File: src/rtl/wb_stage.sv
// Writeback stage: commits register writes, CP0 moves, exceptions, ERET and TLB ops,
// and raises the pipeline flush. A small FSM holds TLB instructions for the TLB latency.
package wb_stage_pkg;
    typedef struct packed {
        logic        valid;
        logic [31:0] program_count;
        logic        register_file_write_enabled;
        logic [3:0]  register_file_write_strobe;
        logic [4:0]  register_file_write_address;
        logic [31:0] final_result;
        logic        move_from_cp0;
        logic        move_to_cp0;
        logic [4:0]  cp0_register;
        logic [2:0]  cp0_select;
        logic        exception_valid;
        logic [4:0]  exception_code;
        logic        exception_in_delay_slot;
        logic        is_address_fault;
        logic [31:0] badvaddr;
        logic        eret_flush;
        logic        tlb_read;
        logic        tlb_write;
        logic        tlb_probe;
    } io_to_wb_bus_t;
endpackage

module wb_stage
    import wb_stage_pkg::*;
#(
    parameter logic [31:0] EXCEPTION_ENTRY  = 32'hBFC00380,
    parameter int          TLB_STALL_CYCLES = 1
) (
    input  logic          clock,
    input  logic          reset_n,
    input  io_to_wb_bus_t io_to_wb_bus,
    output logic          wb_allow_in,
    output logic [3:0]    rf_write_strobe,
    output logic [4:0]    rf_write_address,
    output logic [31:0]   rf_write_data,
    output logic          wb_to_id_back_pass_valid,
    output logic [4:0]    wb_to_id_back_pass_register,
    output logic [31:0]   wb_to_id_back_pass_data,
    output logic [7:0]    cp0_address,
    output logic          cp0_write_enable,
    output logic [31:0]   cp0_write_data,
    input  logic [31:0]   cp0_read_data,
    input  logic [31:0]   cp0_epc,
    output logic          exception_commit,
    output logic [4:0]    exception_code,
    output logic [31:0]   exception_pc,
    output logic          exception_in_delay_slot,
    output logic          exception_badvaddr_valid,
    output logic [31:0]   exception_badvaddr,
    output logic          eret_commit,
    output logic          tlb_read_enable,
    output logic          tlb_write_enable,
    output logic          tlb_probe_enable,
    output logic          flush_valid,
    output logic [31:0]   flush_target,
    output logic [31:0]   debug_wb_pc,
    output logic [3:0]    debug_wb_rf_write_strobe,
    output logic [4:0]    debug_wb_rf_write_number,
    output logic [31:0]   debug_wb_rf_write_data
);
    localparam logic [0:0] IDLE     = 1'b0;
    localparam logic [0:0] TLB_WAIT = 1'b1;
    localparam logic [1:0] LP_STALL = 2'(TLB_STALL_CYCLES);

    // The captured bus carries its own valid bit, which is the stage's wb_valid.
    io_to_wb_bus_t r_bus;
    logic [0:0]    r_state;
    logic [1:0]    r_cnt;

    logic        w_wb_valid, w_tlb_path, w_ready_go, w_commit;
    logic        w_rf_write, w_tlb_refetch;
    logic [31:0] w_result;

    assign w_wb_valid = r_bus.valid;
    // TLB ops carrying an exception skip the hold and commit as exceptions.
    assign w_tlb_path = w_wb_valid && !r_bus.exception_valid
                        && (r_bus.tlb_read || r_bus.tlb_write || r_bus.tlb_probe);
    assign w_ready_go = !w_tlb_path || (r_state == TLB_WAIT && r_cnt == LP_STALL);
    assign w_commit   = w_wb_valid && w_ready_go;

    assign w_rf_write = r_bus.register_file_write_enabled && !r_bus.exception_valid
                        && (r_bus.register_file_write_address != 5'd0);
    assign w_result   = r_bus.move_from_cp0 ? cp0_read_data : r_bus.final_result;

    assign rf_write_strobe  = (w_commit && w_rf_write) ? r_bus.register_file_write_strobe : 4'h0;
    assign rf_write_address = w_commit ? r_bus.register_file_write_address : 5'd0;
    assign rf_write_data    = w_commit ? w_result : 32'h0;

    assign wb_to_id_back_pass_valid    = w_wb_valid && w_rf_write;
    assign wb_to_id_back_pass_register = wb_to_id_back_pass_valid ? r_bus.register_file_write_address : 5'd0;
    assign wb_to_id_back_pass_data     = wb_to_id_back_pass_valid ? w_result : 32'h0;

    assign cp0_address      = {r_bus.cp0_register, r_bus.cp0_select};
    assign cp0_write_enable = w_commit && r_bus.move_to_cp0 && !r_bus.exception_valid;
    assign cp0_write_data   = cp0_write_enable ? r_bus.final_result : 32'h0;

    assign exception_commit         = w_commit && r_bus.exception_valid;
    assign exception_code           = exception_commit ? r_bus.exception_code : 5'd0;
    assign exception_pc             = exception_commit ? r_bus.program_count : 32'h0;
    assign exception_in_delay_slot  = exception_commit && r_bus.exception_in_delay_slot;
    assign exception_badvaddr_valid = exception_commit && r_bus.is_address_fault;
    assign exception_badvaddr       = exception_commit ? r_bus.badvaddr : 32'h0;

    assign eret_commit   = w_commit && r_bus.eret_flush && !r_bus.exception_valid;
    assign w_tlb_refetch = w_commit && w_tlb_path && (r_bus.tlb_write || r_bus.tlb_read);

    assign tlb_read_enable  = w_tlb_path && r_state == IDLE && r_bus.tlb_read;
    assign tlb_write_enable = w_tlb_path && r_state == IDLE && r_bus.tlb_write;
    assign tlb_probe_enable = w_tlb_path && r_state == IDLE && r_bus.tlb_probe;

    assign flush_valid  = exception_commit || eret_commit || w_tlb_refetch;
    assign flush_target = exception_commit ? EXCEPTION_ENTRY :
                          eret_commit      ? cp0_epc :
                          w_tlb_refetch    ? r_bus.program_count + 32'd4 : 32'h0;

    assign wb_allow_in = !w_wb_valid || (w_ready_go && !flush_valid);

    assign debug_wb_pc              = w_commit ? r_bus.program_count : 32'h0;
    assign debug_wb_rf_write_strobe = rf_write_strobe;
    assign debug_wb_rf_write_number = rf_write_address;
    assign debug_wb_rf_write_data   = rf_write_data;

    always_ff @(posedge clock or negedge reset_n) begin
        if (!reset_n) begin
            r_bus <= '0;
        end else if (flush_valid) begin
            r_bus.valid <= 1'b0;
        end else if (wb_allow_in) begin
            if (io_to_wb_bus.valid) r_bus <= io_to_wb_bus;
            else                    r_bus.valid <= 1'b0;
        end
    end

    always_ff @(posedge clock or negedge reset_n) begin
        if (!reset_n) begin
            r_state <= IDLE;
            r_cnt   <= 2'd0;
        end else if (r_state == IDLE) begin
            if (w_tlb_path) begin
                r_state <= TLB_WAIT;
                r_cnt   <= 2'd1;
            end
        end else if (w_commit) begin
            r_state <= IDLE;
            r_cnt   <= 2'd0;
        end else if (r_cnt != LP_STALL) begin
            r_cnt <= r_cnt + 2'd1;
        end
    end
endmodule

File: config.mk
export PLATFORM = sky130hd
export DESIGN_NAME = wb_stage
export DESIGN_NICKNAME = d
export VERILOG_FILES = /design/src/rtl/wb_stage.sv
export SDC_FILE = /design/constraint.sdc
export NUM_CORES = 1
export LEC_CHECK = 0
export CORE_AREA = 3 3 195 197
export CTS_CLUSTER_SIZE = 30
export DETAILED_ROUTE_END_ITERATION = 8
export DIE_AREA = 0 0 198 200
export PLACE_DENSITY = 0.56
export SLEW_MARGIN = 40
export SYNTH_ARGS = -nofsm -noshare
export SYNTH_HDL_FRONTEND = slang
export SYNTH_SLANG_ARGS = --single-unit
File: constraint.sdc
create_clock -name clock -period 2.5 [get_ports clock]
set_input_delay 0.375 -clock clock [delete_from_list [all_inputs] [get_ports clock]]
set_output_delay 0.375 -clock clock [all_outputs]
set_load 0.005 [all_outputs]
==> metrics <==
CTS max path bufs 2; multi-input logic area 4870 µm²; FF+latch area 3310 µm²; Most used DFF post-synth dfrtp_1; Rel. slew slack 0.585; TritonRoute pass-1 iters 5; max-cap violations 0; crit-path cells nand4_1 > or4_4 > or4_4 > a21oi_4 > a21o_1 > buf_2; drt drc 0; Slew @ Worst Pin 0.606 ns; RSZ-0062 raised after global routing yes; end of the worst register-to-register path cp0_address[1]; status finished, violations left; Achievable Freq 366 MHz; CP dominant cell by count or4_4; Global Route Usage Sum 0.187; CP peak stage delay 0.55 ns; fin crit period 2.73 ns; Worst Hold Path Cells 1; grt ovf 0; Buffers on Ports 497; HPWL after detailed placement ~28000 µm; YS warnings 0; simple-gate portion of the synthesized area 0.209; Routed WL 41300 µm; clk_lat worst skew 0.43 ns; FILL cells about 3500; placer congestion estimate 0.844; detail-routed via count per cell about 4.6; Rows 70; slowest CP cell or4_4; Final Max Tran Viols 0; core area 36400 µm²; fin cells 1900; mapped cell area 8090 µm²; register area share after synthesis 0.408; Seq cells post-synth roughly 130; final setup violating endpoints ~110; Leakage 8.17 nW; commonest non-fill, non-tap cell in the layout clkdlybuf4s50_1; VDD IR-drop max roughly 860 µV; vias in the first global route between 8000 and 9000; synth-to-layout area growth 100%; Layout Nets ~1600; die width 198 µm; post-DR wirelength/cell 21.7 µm; Synth Area in Compound Gates 0.0422; worst reg2reg setup slack approximately 0.18 ns; CP Data Arrival Time 2.36 ns; Hold Fails Final Rpt 0; FF-to-FF path depth 9; root buffer cell clkbuf_16; main combinational cell family by area after synthesis multiplexers; R2R Path Start r_cnt[0]; Via Count just under 9000; Syn Area/Cell 9.86 µm²; Placed Cells ~1800; initial core utilization 0.222; DIE HEIGHT ~200 µm; CP Max Fanout 4; post-route ant nets 0; pwr dens 1230 nW/µm²; Post-synth ARST share 1.00; TritonCTS clock tree built; post-route clock period utilization 1.09; failing checks setup timing; Hold Crit Endpoint r_bus[17]; Mapped Cells 820; final core occ 0.445; layout cells sized above 1 0.466; CP Launch Type flip-flop; unique cell type count in the Yosys netlist between 40 and 50; kind of critical path reg -> out; number of CTS-inserted buffers 17; first-pass GRT wire length 55800 µm; clock sinks 132; Ports between 400 and 500; Worst-path clk slew 0.06 ns; most frequent cells in the layout clkdlybuf4s50_1 (275), mux2_2 (129), dfrtp_1 (129); initial antenna violation count 3; number of flops mapped to enable cells by yosys 0; post-synthesis mux area share 0.219; DR iter-0 viols around 280; family with the most delay on the worst path simple AND/OR/NAND/NOR gates; Worst Path Buf+Inv 1; Critical Path End Type primary output; Die ar. between 30000 and 40000 µm²; XOR/XNOR Fraction of Synth Area 0.0282; CP required 2.12 ns; power after layout 19.9 mW; syn_nets 1017; largest net degree at the start of global routing about 110; clock skew 0.00940 ns; Hold Startpoint r_bus[17]; final setup margin -0.231 ns; adder-cell share of the synthesized area 0.00309; Hold Crit Class reg -> reg; H-tree levels 4
==> area by class of cell <==
| type | count | share of cell area |
|---|---|---|
| antenna | 3 | 0.000463 |
| multi-input combinational | 562 | 0.300 |
| clock inverter | 9 | 0.00641 |
| sequential | 132 | 0.204 |
| clock buffer | 23 | 0.0289 |
| timing repair buffer | 693 | 0.422 |
| inverter | 10 | 0.00232 |
| tap | 468 | 0.0361 |
==> routing by layer <==
metal	up-vias	part of all wire	routed length, µm	GRT usage
met5	-	0	0	0
met1	4256	0.41	17000	0.235
li1	4000	-	-	-
met3	49	0.064	2620	0.0483
met2	343	0.50	20600	0.314
met4	0	0.025	1050	0.0634
==> per-stage QoR <==
| step | area, µm² | hold slack, ns | setup TNS [ns] | setup slack (ns) |
|---|---|---|---|---|
| 5_1_grt | 16200 | 0.523 | -24.27 | -0.316 |
| 4_1_cts | 15400 | 0.501 | -35.53 | -0.328 |
| 2_1_floorplan | 8090 | 0.0794 | 0 | 0.301 |
| 6_report | 16200 | 0.500 | -9.53 | -0.231 |
| 3_5_place_dp | 13800 | 0.425 | -6.05 | -0.259 |
| 3_3_place_gp | 13800 | 0.412 | -3.69 | -0.240 |
==> state kept, by name, summed over array words and instances, names as in the netlist <==
| name | flops |
|---|---|
| r_bus | 120 |
| w_wb_valid | 1 |
| r_state | 1 |
| cp0_address | 8 |
| r_cnt | 2 |
==> worst max path at each step <==
stage | start | end | depth (start not counted)
after global placement | r_bus[117] | flush_target[30] | 6
after CTS | r_bus[120] | flush_target[27] | 7
after detailed placement | r_bus[117] | flush_target[30] | 6
after global routing | r_cnt[1] | flush_target[21] | 10
final | r_bus[121] | flush_target[30] | 6
after floorplan | r_bus[117] | flush_target[30] | 5
==> synthesized netlist by cell type (8+ instances only) <==
cell type	number	area share
dfrtp_1	132	0.41
mux2_2	129	0.18
and3_1	107	0.083
nor2_1	80	0.037
buf_4	50	0.046
clkbuf_1	44	0.020
and2_1	41	0.032
nand2_1	37	0.017
mux2i_1	32	0.040
o21ai_0	29	0.018
xnor2_1	21	0.023
buf_2	14	0.0087
inv_1	10	0.0046
nor3_1	10	0.0062
a21oi_1	8	0.0050
nand3_1	8	0.0050
==> cell families (layout without fill, tap and decap cells) <==
kind of cell / Yosys count / after routing
XOR/XNOR: 26 / 26
other: 0 / 3
flip-flops: 132 / 132
multiplexers: 161 / 161
buffers and inverters: 126 / 735
AO/OA/AOI/OAI: 58 / 58
AND/OR/NAND/NOR: 315 / 315
adder cells (fa/ha/maj): 2 / 2
==> power breakdown <==
| part | total [mW] | internal (mW) | leakage (nW) | switching, mW |
|---|---|---|---|---|
| registers | 4.04 | 3.26 | 1.55 | 0.777 |
| clock network | 2.50 | 1.51 | 0.277 | 0.989 |
| logic | 13.3 | 7.42 | 6.35 | 5.92 |
==> worst reg2reg max path, delay by kind of cell (launching register included) <==
family                   cells  cell delay (ns)
buffers and inverters        4             0.78
AND/OR/NAND/NOR              3             0.44
flip-flops                   1             0.41
multiplexers                 1             0.39
adder cells (fa/ha/maj)      1             0.19
==> timing repair <==
action                                  4_1_cts  5_1_grt
hold buffers                                  1        0
endpoints found under the setup margin      266      234
buffers inserted                             53       47
endpoints found under the hold margin        54        0
cloned                                       10       11
gates resized for setup                     595      384
pin swaps                                    54       59
No activity file was read; power rests on OpenSTA's default activity.
==> RTL edit 1, RTL diff (same flow settings) <==
Make the reset (`reset_n`) synchronous in 2 clocked blocks.
--- a/src/rtl/wb_stage.sv
+++ b/src/rtl/wb_stage.sv
@@ -124,7 +124,7 @@
     assign debug_wb_rf_write_number = rf_write_address;
     assign debug_wb_rf_write_data   = rf_write_data;
 
-    always_ff @(posedge clock or negedge reset_n) begin
+    always_ff @(posedge clock) begin
         if (!reset_n) begin
             r_bus <= '0;
         end else if (flush_valid) begin
@@ -135,7 +135,7 @@
         end
     end
 
-    always_ff @(posedge clock or negedge reset_n) begin
+    always_ff @(posedge clock) begin
         if (!reset_n) begin
             r_state <= IDLE;
             r_cnt   <= 2'd0;
Behaviour: differs if reset_n is asserted again (counterexample within 4 cycles, from zero or initial values and one cycle with reset_n low); with reset_n held inactive, the same outputs for 4 cycles.
==> RTL edit 1 against the original RTL <==
  * The run still ends with setup timing left
  * Worst setup slack got worse by 0.0049 ns
  * Sequential cell count did not move
  * Wire length rose by 3.6%
  * Synthesized cell count increased by 36%
  * Area after synthesis is 3.3% lower
  * Critical path depth rose by 1
  * Design area fell by 4.8%
  * Critical endpoint is now flush_target[20]
  * Highest routed layer is now met5
Power is not compared: it rests on default switching activity, and its combinational part moved more than twofold at a synthesized area within 25%.
==> RTL edit 1: results <==
{
  "yosysSeqAreaShare_pct": 33.8,
  "worst_slew_pin_slew_ns": 0.530,
  "r2r-end": "r_bus[76]",
  "nFillCells": 3693,
  "endpoint": "flush_target[20]",
  "globalplace.congestion": 0.860,
  "yosysUniqueCellTypes": 51,
  "fin_worst_skew_ns": 0.0128,
  "synth_common_cells": "nand2_1 (282), a21oi_1 (133), dfxtp_1 (132)",
  "layout_setup_ws_ns": -0.236,
  "setup_violations": 27,
  "finalNetCount": 1870,
  "wirelength_mm": 42.8,
  "grt_max_degree": 81,
  "drtIter0Drc": 402,
  "antenna_found_initial": 4,
  "wl_met1_mm": 17.1,
  "grt_use_total_pct": 20.2,
  "yosys-top-cells-area": "dfxtp_1 (34%), nand2_1 (14%), a21oi_1 (8.5%), and3_1 (8.3%), buf_4 (5.0%)",
  "r2r_slack_ns": 0.24,
  "r2r-start": "r_cnt[1]",
  "cp_max_fo": 3,
  "dp_hpwl_mm": 29.3,
  "worstSetupStartpoint": "r_bus[99]",
  "syn_nets": 1312,
  "reg2reg_depth": 11,
  "setup_tns_ns": -2.42,
  "failed_checks": "setup timing",
  "run_status": "finished, violations left"
}
==> RTL edit 1: cell count changes after synthesis, moves of 4 or more <==
cell,change
nand2_1,+245
dfrtp_1,-132
dfxtp_1,+132
mux2_2,-129
a21oi_1,+125
clkbuf_1,+28
nand3_1,+18
o21ai_0,-15
o211ai_1,+11
xnor2_1,-11
or4_1,+10
nor3b_1,+5
o311ai_0,+4
==> RTL edit 1: critical path, delay by kind of cell (launching register included) <==
kind / cells / cell delay, ns
buffers and inverters: 2 / 0.26
AND/OR/NAND/NOR: 4 / 1.17
adder cells (fa/ha/maj): 1 / 0.15
flip-flops: 1 / 0.36
==> RTL edit 1: cell type report <==
class / instances / share of cell area [%]
flip-flops and latches: 132 / 17.3
well taps: 468 / 3.79
inverters: 12 / 0.324
clock inverters: 14 / 0.973
clock buffers: 17 / 2.76
diodes: 1 / 0.0162
multi-input cells: 826 / 33.0
repair buffers: 684 / 41.8
==> RTL edit 1: worst min path at each step <==
stage	startpoint	to	slack, ns	depth (start not counted)
floorplan	r_bus[91]	r_bus[91]	0.43	2
global placement	r_bus[41]	r_bus[41]	0.44	2
detailed placement	r_bus[7]	r_bus[7]	0.44	2
CTS	r_bus[7]	r_bus[7]	0.45	2
global route	r_bus[5]	r_bus[5]	0.46	2
finish	r_bus[41]	r_bus[41]	0.45	2
==> RTL edit 1: stage by stage <==
stage | area, sq um | std cells
2_1_floorplan | 7820 | 1115
6_report | 15400 | 2154
3_5_place_dp | 13500 | 2031
5_1_grt | 15400 | 2154
3_3_place_gp | 13500 | 2031
4_1_cts | 15100 | 2139
==> RTL edit 1: where the power goes <==
part           switching (mW)  total (mW)  internal (mW)
sequential              0.109        2.38           2.27
clock                    1.04        2.51           1.48
combinational           0.904        1.85          0.944
==> RTL edit 1: cell families (layout without fill, tap and decap cells) <==
kind of cell	Yosys count	count (layout)	synth area share [%]
xor+xnor	12	12	1.34
other cells	0	1	0
mux	32	32	4.10
flops	132	132	33.8
compound gates	186	186	13.4
simple gates	592	594	36.1
fa+ha+maj	2	2	0.320
buf+inv	159	727	10.9
==> RTL edit 1: repair_timing <==
action                     in CTS  in global routing
gates cloned                   15                  4
pin swaps                      53                 64
buffers inserted               63                 24
setup endpoints to repair     289                248
hold buffers                    0                  0
gates resized for setup       746                347
==> RTL edit 1: per-layer routing <==
metal / vias to the layer above / track usage (%)
met2: 405 / 35.3
li1: 4837 / -
met5: - / 0
met4: 6 / 7.55
met3: 72 / 5.05
met1: 4763 / 23.9
==> RTL edit 2, RTL diff (same settings) <==
Without the edit above. Set the parameter `EXCEPTION_ENTRY` to 32'h80000000 (it was 32'hBFC00380).
--- a/src/rtl/wb_stage.sv
+++ b/src/rtl/wb_stage.sv
@@ -27,7 +27,7 @@
 module wb_stage
     import wb_stage_pkg::*;
 #(
-    parameter logic [31:0] EXCEPTION_ENTRY  = 32'hBFC00380,
+    parameter logic [31:0] EXCEPTION_ENTRY  = 32'h80000000,
     parameter int          TLB_STALL_CYCLES = 1
 ) (
     input  logic          clock,
Behaviour: not the same (Yosys sat finds a counterexample within 4 cycles, from zero or initial values and one cycle with reset_n low).
==> RTL edit 2 against the original RTL <==
  * The flow still finishes with violations (setup timing)
  * Utilization fell by 0.53 points
  * First-iteration DRC count rose by 45%
  * Area after synthesis rose by 4.1%
  * Combinational power fell by 5%
  * Global-route usage fell by 0.21 points
  * Sequential cell count did not move
  * Critical path type unchanged
  * Count of clock-buffer cells in the layout fell by 5
  * Wire length fell by 3.4%
  * Register-to-register slack improved by 0.09 ns
  * Total power fell by 2.4%
  * Cell count fell by 2.3%
  * Worst setup slack improved by 0.081 ns
  * Design area fell by 1.2%
  * Highest routed layer is now met5
==> RTL edit 2: results <==
{
  "crit_family": "simple AND/OR/NAND/NOR gates",
  "crit_slowest_cell": "dfrtp_1",
  "ys_warn_count": 0,
  "cts-root-buf": "clkbuf_16",
  "reg2reg_depth": 9,
  "numCtsBuffers": 17,
  "layout_setup_ws_ns": -0.150,
  "failed_checks": "setup timing",
  "globalplace.congestion": 0.817,
  "setup_violations": 48,
  "fin_worst_hold_slack_ns": 0.496,
  "cp_max_fo": 3,
  "placed_area_sq_um": 14000,
  "dp_hpwl_mm": 27.4,
  "fin_worst_skew_ns": 0.0130,
  "vias": 8339,
  "nFillCells": 3449,
  "p_leak_nw": 7.97,
  "finalNetCount": 1570,
  "yosysSeqAreaShare_pct": 39.2,
  "dp_cells": 1727,
  "hold_path_class": "reg2reg",
  "clk_path_buf_depth": 2,
  "yosysUniqueCellTypes": 42,
  "slew_headroom_pct": 54.4,
  "drtIter0Drc": 399,
  "grt_pass1_vias": 8208,
  "antenna_found_initial": 3,
  "ys.flop_type": "dfrtp_1",
  "drtPass1Iterations": 4,
  "critPathArrivalTime_ns": 2.28,
  "irDropWorstVdd_mv": 0.554,
  "max_stage_delay_ns": 0.42,
  "grt_pass1_wl_mm": 54.9,
  "layout-drive-gt1-share_pct": 47.3,
  "syn_nets": 998,
  "run_status": "finished, violations left",
  "dp_slack_ns": -0.0103,
  "avgSynthCellArea_sq_um": 10.5,
  "swShare_pct": 38.6,
  "setup_tns_ns": -2.11,
  "synth_common_cells": "dfrtp_1 (132), and3_1 (118), mux2_4 (100)",
  "via_per_inst": 4.49,
  "wirelength_mm": 39.9,
  "grt_max_degree": 70,
  "grt_use_total_pct": 18.5,
  "yosys-top-cells-area": "dfrtp_1 (39%), mux2_4 (18%), and3_1 (8.8%), buf_4 (4.4%), mux2i_1 (3.8%)",
  "r2r_slack_ns": 0.27
}
RTL edit 2: layout make-up:
type,instances,area [sq um],share of cell area (%)
Inverter,7,28.8,0.180
Antenna cell,3,7.51,0.0469
Sequential cell,132,3310,20.7
Timing Repair Buffer,665,6390,39.9
Clock inverter,14,166,1.04
Clock buffer,18,439,2.74
Multi-Input combinational cell,550,5080,31.7
Tap cell,468,586,3.66
RTL edit 2: per-layer routing:
| layer | GRT usage [%] | part of all wire (%) |
|---|---|---|
| met3 | 4.46 | 6.9 |
| met4 | 5.45 | 1.7 |
| met2 | 30.7 | 49 |
| met5 | 0 | 0.033 |
| met1 | 24.1 | 42 |
RTL edit 2: power by group through the flow:
stage | clock (mW) | combinational, mW | sequential (mW)
2_1_floorplan | 0 | 5.60 | 3.91
3_3_place_gp | 0 | 10.8 | 4.14
3_5_place_dp | 0 | 10.9 | 4.15
4_1_cts | 2.72 | 11.7 | 4.19
5_1_grt | 2.82 | 13.4 | 4.35
6_report | 2.62 | 12.6 | 4.21
RTL edit 2: cell families after synthesis:
kind of cell,share of synthesized area [%]
fa+ha+maj,0.297
simple gates,20.1
flops,39.2
buf+inv,8.74
mux,25.5
xor+xnor,2.91
compound gates,3.21
RTL edit 2: worst paths after layout:
check,startpoint,to
hold reg to reg,r_bus[39],r_bus[39]
hold / removal,r_bus[39],r_bus[39]
min in group asynchronous,reset_n,r_bus[54]
setup / recovery,r_bus[115],flush_target[26]
setup reg to reg,w_wb_valid,r_bus[105]
max in group asynchronous,reset_n,r_bus[30]
RTL edit 2: what timing repair did:
action                     in CTS  in global routing
cloned                         11                  6
setup endpoints to repair     258                179
hold buffers                    1                  0
buffers inserted               60                 26
pin swaps                      56                 55
gates resized for setup       676                319
hold endpoints to repair       47                  0
